**config.mk**
```make
export PLATFORM = sky130hd
export DESIGN_NAME = fetch_unit
export DESIGN_NICKNAME = d
export VERILOG_FILES = /design/src/rtl/fetch_unit.sv
export SDC_FILE = /design/constraint.sdc
export NUM_CORES = 1
export LEC_CHECK = 0
export BUFFER_PORTS_ARGS = -buffer_cell sky130_fd_sc_hd__buf_2
export CAP_MARGIN = 30
export CORE_ASPECT_RATIO = 0.6
export CORE_UTILIZATION = 60
export CTS_BUF_LIST = sky130_fd_sc_hd__clkbuf_8
export DETAILED_ROUTE_END_ITERATION = 12
export PLACE_DENSITY = 0.95
export SETUP_SLACK_MARGIN = 0.4
export SYNTH_ARGS = -nofsm -noshare
export SYNTH_HDL_FRONTEND = slang
export SYNTH_SLANG_ARGS = --single-unit
export TNS_END_PERCENT = 10
```
**constraint.sdc**
```tcl
create_clock -name clk -period 11.65 [get_ports clk]
set_clock_uncertainty 0.2 [all_clocks]
set_input_delay 0.5825 -clock clk [delete_from_list [all_inputs] [get_ports clk]]
set_output_delay 0.5825 -clock clk [all_outputs]
set_load 0.05 [all_outputs]
```
**src/rtl/fetch_unit.sv**
```systemverilog
// fetch_unit
// Instruction fetch stage feeding decode. Holds the fetch PC and keeps at most
// one word request outstanding to instruction memory. Returned words are
// buffered with their PCs in a small queue and handed to decode over a
// valid/ready handshake. A redirect from execute flushes the queue, squashes
// any in-flight response and restarts fetch at the new target.
//
// Parameters:
//   RESET_PC  fetch PC loaded on reset
//   DEPTH     instruction queue entries (power of two, >= 2)
// Ports:
//   clk, rst                        clock, synchronous active-high reset
//   imem_req_valid/ready/addr       word request to instruction memory
//   imem_rsp_valid/data             memory response (no backpressure)
//   redirect_valid/pc               branch/jump restart from execute
//   id_valid/ready/instr/pc         queue head presented to decode
module fetch_unit #(
    parameter logic [31:0] RESET_PC = 32'h0000_0000,
    parameter int          DEPTH    = 2
) (
    input  logic        clk,
    input  logic        rst,
    output logic        imem_req_valid,
    input  logic        imem_req_ready,
    output logic [31:0] imem_req_addr,
    input  logic        imem_rsp_valid,
    input  logic [31:0] imem_rsp_data,
    input  logic        redirect_valid,
    input  logic [31:0] redirect_pc,
    output logic        id_valid,
    input  logic        id_ready,
    output logic [31:0] id_instr,
    output logic [31:0] id_pc
);

    localparam int             AW        = (DEPTH > 1) ? $clog2(DEPTH) : 1;
    localparam logic [AW:0]    DEPTH_CNT = (AW+1)'(DEPTH);

    // IDLE: nothing outstanding, WAIT: response will be kept,
    // DROP: response belongs to a squashed fetch and will be discarded
    typedef enum logic [1:0] {
        IDLE = 2'd0,
        WAIT = 2'd1,
        DROP = 2'd2
    } state_t;

    state_t        state, state_next;
    logic [31:0]   fetch_pc;
    logic [31:0]   req_pc;
    logic [31:0]   q_pc    [DEPTH];
    logic [31:0]   q_instr [DEPTH];
    logic [AW-1:0] rd_ptr, wr_ptr;
    logic [AW:0]   count;
    logic          req_fire;
    logic          push;
    logic          pop;

    // Handshake qualifiers. A response that coincides with a redirect is
    // dropped along with the rest of the flushed queue.
    assign req_fire = imem_req_valid & imem_req_ready;
    assign push     = (state == WAIT) & imem_rsp_valid & ~redirect_valid;
    assign pop      = id_valid & id_ready;

    always_ff @(posedge clk) begin
        if (rst) begin
            state <= IDLE;
        end else begin
            state <= state_next;
        end
    end

    always_comb begin
        state_next = state;
        unique case (state)
            IDLE: if (req_fire) state_next = WAIT;
            WAIT: begin
                if (imem_rsp_valid)      state_next = IDLE;
                else if (redirect_valid) state_next = DROP;
            end
            DROP: if (imem_rsp_valid) state_next = IDLE;
            default: state_next = IDLE;
        endcase
    end

    // Request is suppressed during a redirect cycle so the address seen by
    // memory is never the stale fall-through PC.
    always_comb begin
        imem_req_valid = (state == IDLE) & (count < DEPTH_CNT) & ~redirect_valid & ~rst;
        imem_req_addr  = rst ? RESET_PC : fetch_pc;
        id_valid       = (count != '0) & ~rst;
        id_instr       = id_valid ? q_instr[rd_ptr] : 32'h0;
        id_pc          = id_valid ? q_pc[rd_ptr]    : 32'h0;
    end

    // Fetch PC, outstanding-request PC and queue bookkeeping. A redirect
    // overrides any push/pop happening in the same cycle.
    always_ff @(posedge clk) begin
        if (rst) begin
            fetch_pc <= RESET_PC;
            req_pc   <= RESET_PC;
            rd_ptr   <= '0;
            wr_ptr   <= '0;
            count    <= '0;
        end else begin
            if (req_fire) begin
                req_pc <= fetch_pc;
            end
            if (redirect_valid) begin
                fetch_pc <= {redirect_pc[31:2], 2'b00};
                rd_ptr   <= '0;
                wr_ptr   <= '0;
                count    <= '0;
            end else begin
                if (req_fire) begin
                    fetch_pc <= fetch_pc + 32'd4;
                end
                if (push) begin
                    wr_ptr <= wr_ptr + AW'(1);
                end
                if (pop) begin
                    rd_ptr <= rd_ptr + AW'(1);
                end
                if (push && !pop) begin
                    count <= count + (AW+1)'(1);
                end else if (!push && pop) begin
                    count <= count - (AW+1)'(1);
                end
            end
        end
    end

    // Queue storage needs no reset; entries are only read while counted.
    always_ff @(posedge clk) begin
        if (push && !rst) begin
            q_pc[wr_ptr]    <= req_pc;
            q_instr[wr_ptr] <= imem_rsp_data;
        end
    end

endmodule
```
# Word level (Yosys, flattened, before mapping)

Memory sizes are Yosys's and may differ from the RTL's. A register that Yosys moved wholly into a read port is not among the register bits.
Cells that the tools add are included.

$lt $le $gt $ge: 1
Reduce and logical (&&, ||, !) cells: 12
Muxes and demuxes: 18
Div/mod/pow operators: 0
Multiply operators: 0
Shifts and indexed selects: 0
Bitwise gates (word level): 10
Add/sub/neg operators: 5
Equality and inequality tests: 5

Operators by type and width:

| operator                                            | count |
|---|---|
| two-way mux 32 bit                                  | 5 |
| adder 32 x 3 -> 32 bit, second input constant       | 1 |
| two-way mux 2 bit                                   | 6 |
| AND 1 bit                                           | 8 |
| two-way mux 1 bit                                   | 6 |
| one-hot mux 2 bit (3 select lines)                  | 1 |
| nonzero test 2 bit                                  | 3 |
| inequality test 2 bit, second input constant        | 2 |
| logical AND 1 bit                                   | 3 |
| zero test 1 bit                                     | 3 |
| inequality test 3 bit, second input constant        | 1 |
| AND reduction 3 bit                                 | 1 |
| adder 1 bit, second input constant                  | 2 |
| adder 2 x 1 -> 2 bit, second input constant         | 1 |
| equality test 2 x 1 -> 1 bit, second input constant | 1 |
| equality test 2 bit, second input constant          | 1 |
| zero test 2 bit                                     | 1 |
| < comparator 2 bit, second input constant           | 1 |
| NOT 1 bit                                           | 2 |
| OR reduction 2 bit                                  | 1 |
| subtractor 2 x 1 -> 2 bit, second input constant    | 1 |

Bits in writable memories: 128
Memory bits (read-only): 0
Word-level logic and storage cells: 60
Flip-flop bits (word level): 70
Output and inout bits: 98
Bits in latches: 0
Memories kept: 2

Memories:

| name    | words | bits a word | rd ports | clocked after memory_dff | write ports | line | RTL |
|---|---|---|---|---|---|---|---|
| q_instr | 2     | 32          | 1        | 1                        | 1           | 51   | `logic [31:0] q_instr [DEPTH];` |
| q_pc    | 2     | 32          | 1        | 1                        | 1           | 50   | `logic [31:0] q_pc [DEPTH];` |

# Logic depth before layout (Yosys ltp)

Word-level depth: 7
Gate-level depth with buffers: 10
Gate-level depth less buffers: 9

# Worst setup path before layout

No wires, ideal clock.

Kind: input-to-reg
Start point: in redirect_valid
End point: mem q_instr[0][0], enable pin
Slack: 7.187 ns
Stages on the path: 5
Data arrival time: 3.781 ns
Required time: 10.968 ns
Cells stage by stage: clkbuf_1 -> clkbuf_1 -> nor2_1 -> nand2_1 -> nor2_1

Longest elaborated chain between the ends: 5

RTL lines:

| item                                    | line | RTL |
|---|---|---|
| start: declaration                      | 28   | `input logic redirect_valid,` |
| NOT 1 bit                               | 61   | `assign push = (state == WAIT) & imem_rsp_valid & ~redirect_valid;` |
| AND 1 bit                               | 61   |  |
| logical AND 1 bit                       | 134  | `if (push && !rst) begin` |
| two-way mux 1 bit                       | 134  |  |
| two-way mux 1 bit (not written as such) | 136  | `q_instr[wr_ptr] <= imem_rsp_data;` |
| end: declaration                        | 51   |  |

No other way between the ends.

# Worst setup path after layout

Start point: reg state[1]
End point: reg fetch_pc[30]

Longest elaborated chain between the ends: 6

RTL lines:

| item                         | line | RTL |
|---|---|---|
| start: declaration           | 47   | `state_t state, state_next;` |
| start signal: assignment     | 68   | `state <= state_next;` |
| zero test 2 bit              | 88   | `imem_req_valid = (state == IDLE) & (count < DEPTH_CNT) & ~redirect_valid & ~rst;` |
| AND 1 bit (3 in series)      | 88   |  |
| AND 1 bit                    | 60   | `assign req_fire = imem_req_valid & imem_req_ready;` |
| nonzero test 2 bit (no line) | --   |  |
| end signal: assignment       | 109  | `fetch_pc <= {redirect_pc[31:2], 2'b00};` |
| end signal: assignment       | 115  | `fetch_pc <= fetch_pc + 32'd4;` |
| end: declaration             | 48   | `logic [31:0] fetch_pc;` |

No other way between the ends.
A chain may end at the register's enable or synchronous reset.

==> metrics.log <==
[metrics] result of the run: finished clean
[metrics] max-capacitance violation count: 0
[metrics] netlist area before placement: 8000 sq um
[metrics] total placed cells including tap cells: 992
[metrics] cell taking the most area after synthesis: sky130_fd_sc_hd__edfxtp_1
[metrics] arrival time reported for the critical path endpoint: 3.24 ns
[metrics] placed inst area: 8910 sq um
[metrics] average via count per standard cell: 5.67
[metrics] LEAKAGE: 3.40 nW
[metrics] non-filler instance count after layout: 1024
[metrics] Layout Nets: 913
[metrics] total overflow reported by the global router: 0
[metrics] data required time at the worst endpoint: 11.82 ns
[metrics] final sum of negative setup slack: 0 ns
[metrics] pin count of the biggest net entering global routing: 64
[metrics] Critical Path Fanout Max: 24
[metrics] endpoint kind of the worst setup timing path: flip-flop
[metrics] global-route wire length before repair: 27000 microns
[metrics] vias after detailed routing: 5811
[metrics] routed len/inst: 16.9 microns
[metrics] highest clock frequency the design can meet: 326 MHz
[metrics] count of cells along the worst register-to-register path: 6
[metrics] clock transition at the registers of the reported paths: 0.11 ns
[metrics] router iterations before antenna repair: 6
[metrics] kind of start point of the critical path: flip-flop
[metrics] gr usage total: 0.258
[metrics] total CTS buffers: 17
[metrics] most common flop cell mapped by yosys: sky130_fd_sc_hd__edfxtp_1
[metrics] area enclosed by the die boundary: 13800 sq um
[metrics] post-synth cell types: 52
[metrics] number of H-tree levels: 4
[metrics] hold endpoint: q_instr[1][16]$_DFFE_PP_
[metrics] share of power burned in the clock network: 0.342
[metrics] number of buffer cells added on primary ports: 161
[metrics] post-route ant nets: 0
[metrics] cells after synthesis: 703
[metrics] vias in the first global route: 5330
[metrics] RSZ-0062 raised after global routing: no
[metrics] combinational cell fraction of total power: 0.066
[metrics] share of layout cells above drive strength 1: 0.253
[metrics] starting utilization of the core area: 0.619
[metrics] post-route clock period utilization: 0.263
[metrics] placeable core region: 12900 sq um
[metrics] Post-Synthesis Mean Instance Area: 11.4 sq um
[metrics] Root Driver: sky130_fd_sc_hd__clkbuf_8
[metrics] endpoint of the worst register-to-register path: fetch_pc[30]$_SDFFE_PP0P_
[metrics] critical path class: flip-flop to flip-flop
[metrics] Final min period: 3.07 ns
[metrics] Starting DRT DRC Count: 492
[metrics] Fin. Hold Viols: 0
[metrics] internal power: 0.936 mW
[metrics] top-count cell post-synth: sky130_fd_sc_hd__edfxtp_1
[metrics] number of buffers inserted by post-CTS setup repair: 0
[metrics] Core Util, Final: 0.720
[metrics] count of clock tree sinks: 191
[metrics] CTS resizes: 0
[metrics] Post-synth EDFFs: 124
[metrics] diodes inserted: 0
[metrics] CTS tree: built
[metrics] routability cong.: 0.873
[metrics] global-route track usage on met1: 0.358
[metrics] Global Route met3 Usage: 0.0633
[metrics] power density cells: 134 nW/um^2
[metrics] Detail Placement HPWL: 11100 microns
[metrics] fraction of registers with async set/reset: 0
[metrics] Max-Slew Margin vs Limit: 0.320
[metrics] Switching Fraction: 0.252
[metrics] slew of the pin with the lowest slew margin: 1.02 ns
[metrics] total non-filler cell area in the finished layout: 9310 sq um
[metrics] Area Growth Syn to Fin: 16.3%
[metrics] Min-Delay Startpoint: imem_rsp_data[16]
[metrics] class of the worst hold path: primary input to flip-flop
[metrics] floorplan row count: 32
[metrics] worst reg2reg setup slack: 8.58 ns
[metrics] number of synthesis warnings: 0
[metrics] maximum resistive drop on vdd: 0.0706 mV
[metrics] Commonest cells post-synth: sky130_fd_sc_hd__edfxtp_1 (124), sky130_fd_sc_hd__nor2_1 (96), sky130_fd_sc_hd__nand2_1 (86)
[metrics] top post-synthesis cells by area: sky130_fd_sc_hd__edfxtp_1 (47%), sky130_fd_sc_hd__dfxtp_1 (17%), sky130_fd_sc_hd__mux2i_1 (7.8%)
[metrics] overall power consumption: 1.25 mW
[metrics] final number of max-transition violations: 0
[metrics] part of the Yosys area used for sequential elements: 0.633
[metrics] final routed DRC violation total: 0
[metrics] GR met2 Demand/Resource: 0.400
[metrics] hold path depth: 1
[metrics] filler instances: 920
[metrics] flip-flop and latch count after synthesis: 191
[metrics] number of buffers inserted by hold repair at cts: 0
[metrics] clock latency reported for the late side of the worst-skew pair: 0.45 ns
[metrics] buffers from clock root to sink, at most: 2
[metrics] startpoint of the worst register-to-register path: state[1]$_SDFFE_PP0P_
[metrics] NetSw: 0.315 mW
[metrics] final routed wirelength across all metal layers: 17300 microns
[metrics] initial antenna violation count: 0
[metrics] top-area cell type share of the netlist area: 0.465
[metrics] die extent in y: 91.5 microns
[metrics] most crowded layer after global routing: met2
[metrics] horizontal extent of the die: 151 microns
[metrics] Setup-failing EPs final: 0
[metrics] I/O pins: 168
[metrics] Seq pwr share: 0.591
state kept, by name, summed over array words and instances, names as in the netlist, named ones only:
register  cells
q_instr      64
q_pc         60
fetch_pc     30
req_pc       30
count         2
state         2
rd_ptr        1
wr_ptr        1
layout by cell type (no fill, tap or decap), drive strengths merged, types with 9 or more instances in the layout:
cell    Yosys  final
buf        14    169
xor2       12     12
clkbuf     39     18
nor3       13     13
dfxtp      67     67
o21ai      11     11
inv         5     11
nor2b      30     30
nand4      17     17
nand3      14     14
mux2i      62     62
a21oi      49     49
nand2      86     86
nor2       96     96
a31oi       9      9
edfxtp    124    124
stage by stage:
step | hold slack [ns] | setup WS (ns)
after floorplan | 0.225 | 7.19
after global placement | 0.232 | 8.26
after detailed placement | 0.238 | 8.27
after CTS | 0.0840 | 8.62
after global routing | 0.0775 | 8.43
final | 0.104 | 8.58
metal layers:
metal	vias up	share of wire
met5	-	0
met4	0	0.0086
met3	19	0.093
met2	275	0.48
met1	2750	0.42
li1	2767	-
power by group through the flow:
stage | registers (mW) | logic (mW) | clock network [mW]
2_1_floorplan | 0.749 | 0.0599 | 0
3_3_place_gp | 0.754 | 0.0792 | 0
3_5_place_dp | 0.754 | 0.0819 | 0
4_1_cts | 0.739 | 0.0823 | 0.431
5_1_grt | 0.741 | 0.0894 | 0.459
6_report | 0.740 | 0.0830 | 0.428
worst max path at each step:
stage                               start                   endpoint  slack (ns)
floorplan                  redirect_valid    q_instr[0][0]$_DFFE_PP_        7.19
global placement           redirect_valid  fetch_pc[10]$_SDFFE_PP0P_        8.26
detailed placement                    rst  fetch_pc[30]$_SDFFE_PP0P_        8.27
CTS                 state[1]$_SDFFE_PP0P_  fetch_pc[30]$_SDFFE_PP0P_        8.62
global route               redirect_valid  fetch_pc[14]$_SDFFE_PP0P_        8.43
finish              state[1]$_SDFFE_PP0P_  fetch_pc[30]$_SDFFE_PP0P_        8.58
cell type report:
class | count | area (sq um) | share of cell area
clock inverter | 14 | 155 | 0.0167
timing repair buffer | 169 | 901 | 0.0968
inverter | 6 | 22.5 | 0.00242
clock buffer | 18 | 248 | 0.0266
multi-input combinational | 456 | 2700 | 0.290
tap | 170 | 213 | 0.0228
sequential | 191 | 5070 | 0.544
worst max-delay path: stages, from the launching register on:
cell and delay [ns]:
sky130_fd_sc_hd__dfxtp_1 0.38, sky130_fd_sc_hd__or4_4 0.61, sky130_fd_sc_hd__nor3_4 0.80, sky130_fd_sc_hd__buf_4 0.43, sky130_fd_sc_hd__nand4_1 0.15, sky130_fd_sc_hd__xor2_1 0.19
sky130_fd_sc_hd__a211oi_1 0.22
logic make-up after synthesis:
kind of cell	count (synthesis)	synth area share
AND/OR/NAND/NOR	274	0.159
flip-flops	191	0.633
AO/OA/AOI/OAI	96	0.0730
multiplexers	66	0.0841
buffers and inverters	59	0.0322
XOR/XNOR	14	0.0153
adder cells (fa/ha/maj)	2	0.00313
other	1	0.000469
No activity file was read; power rests on OpenSTA's default activity.
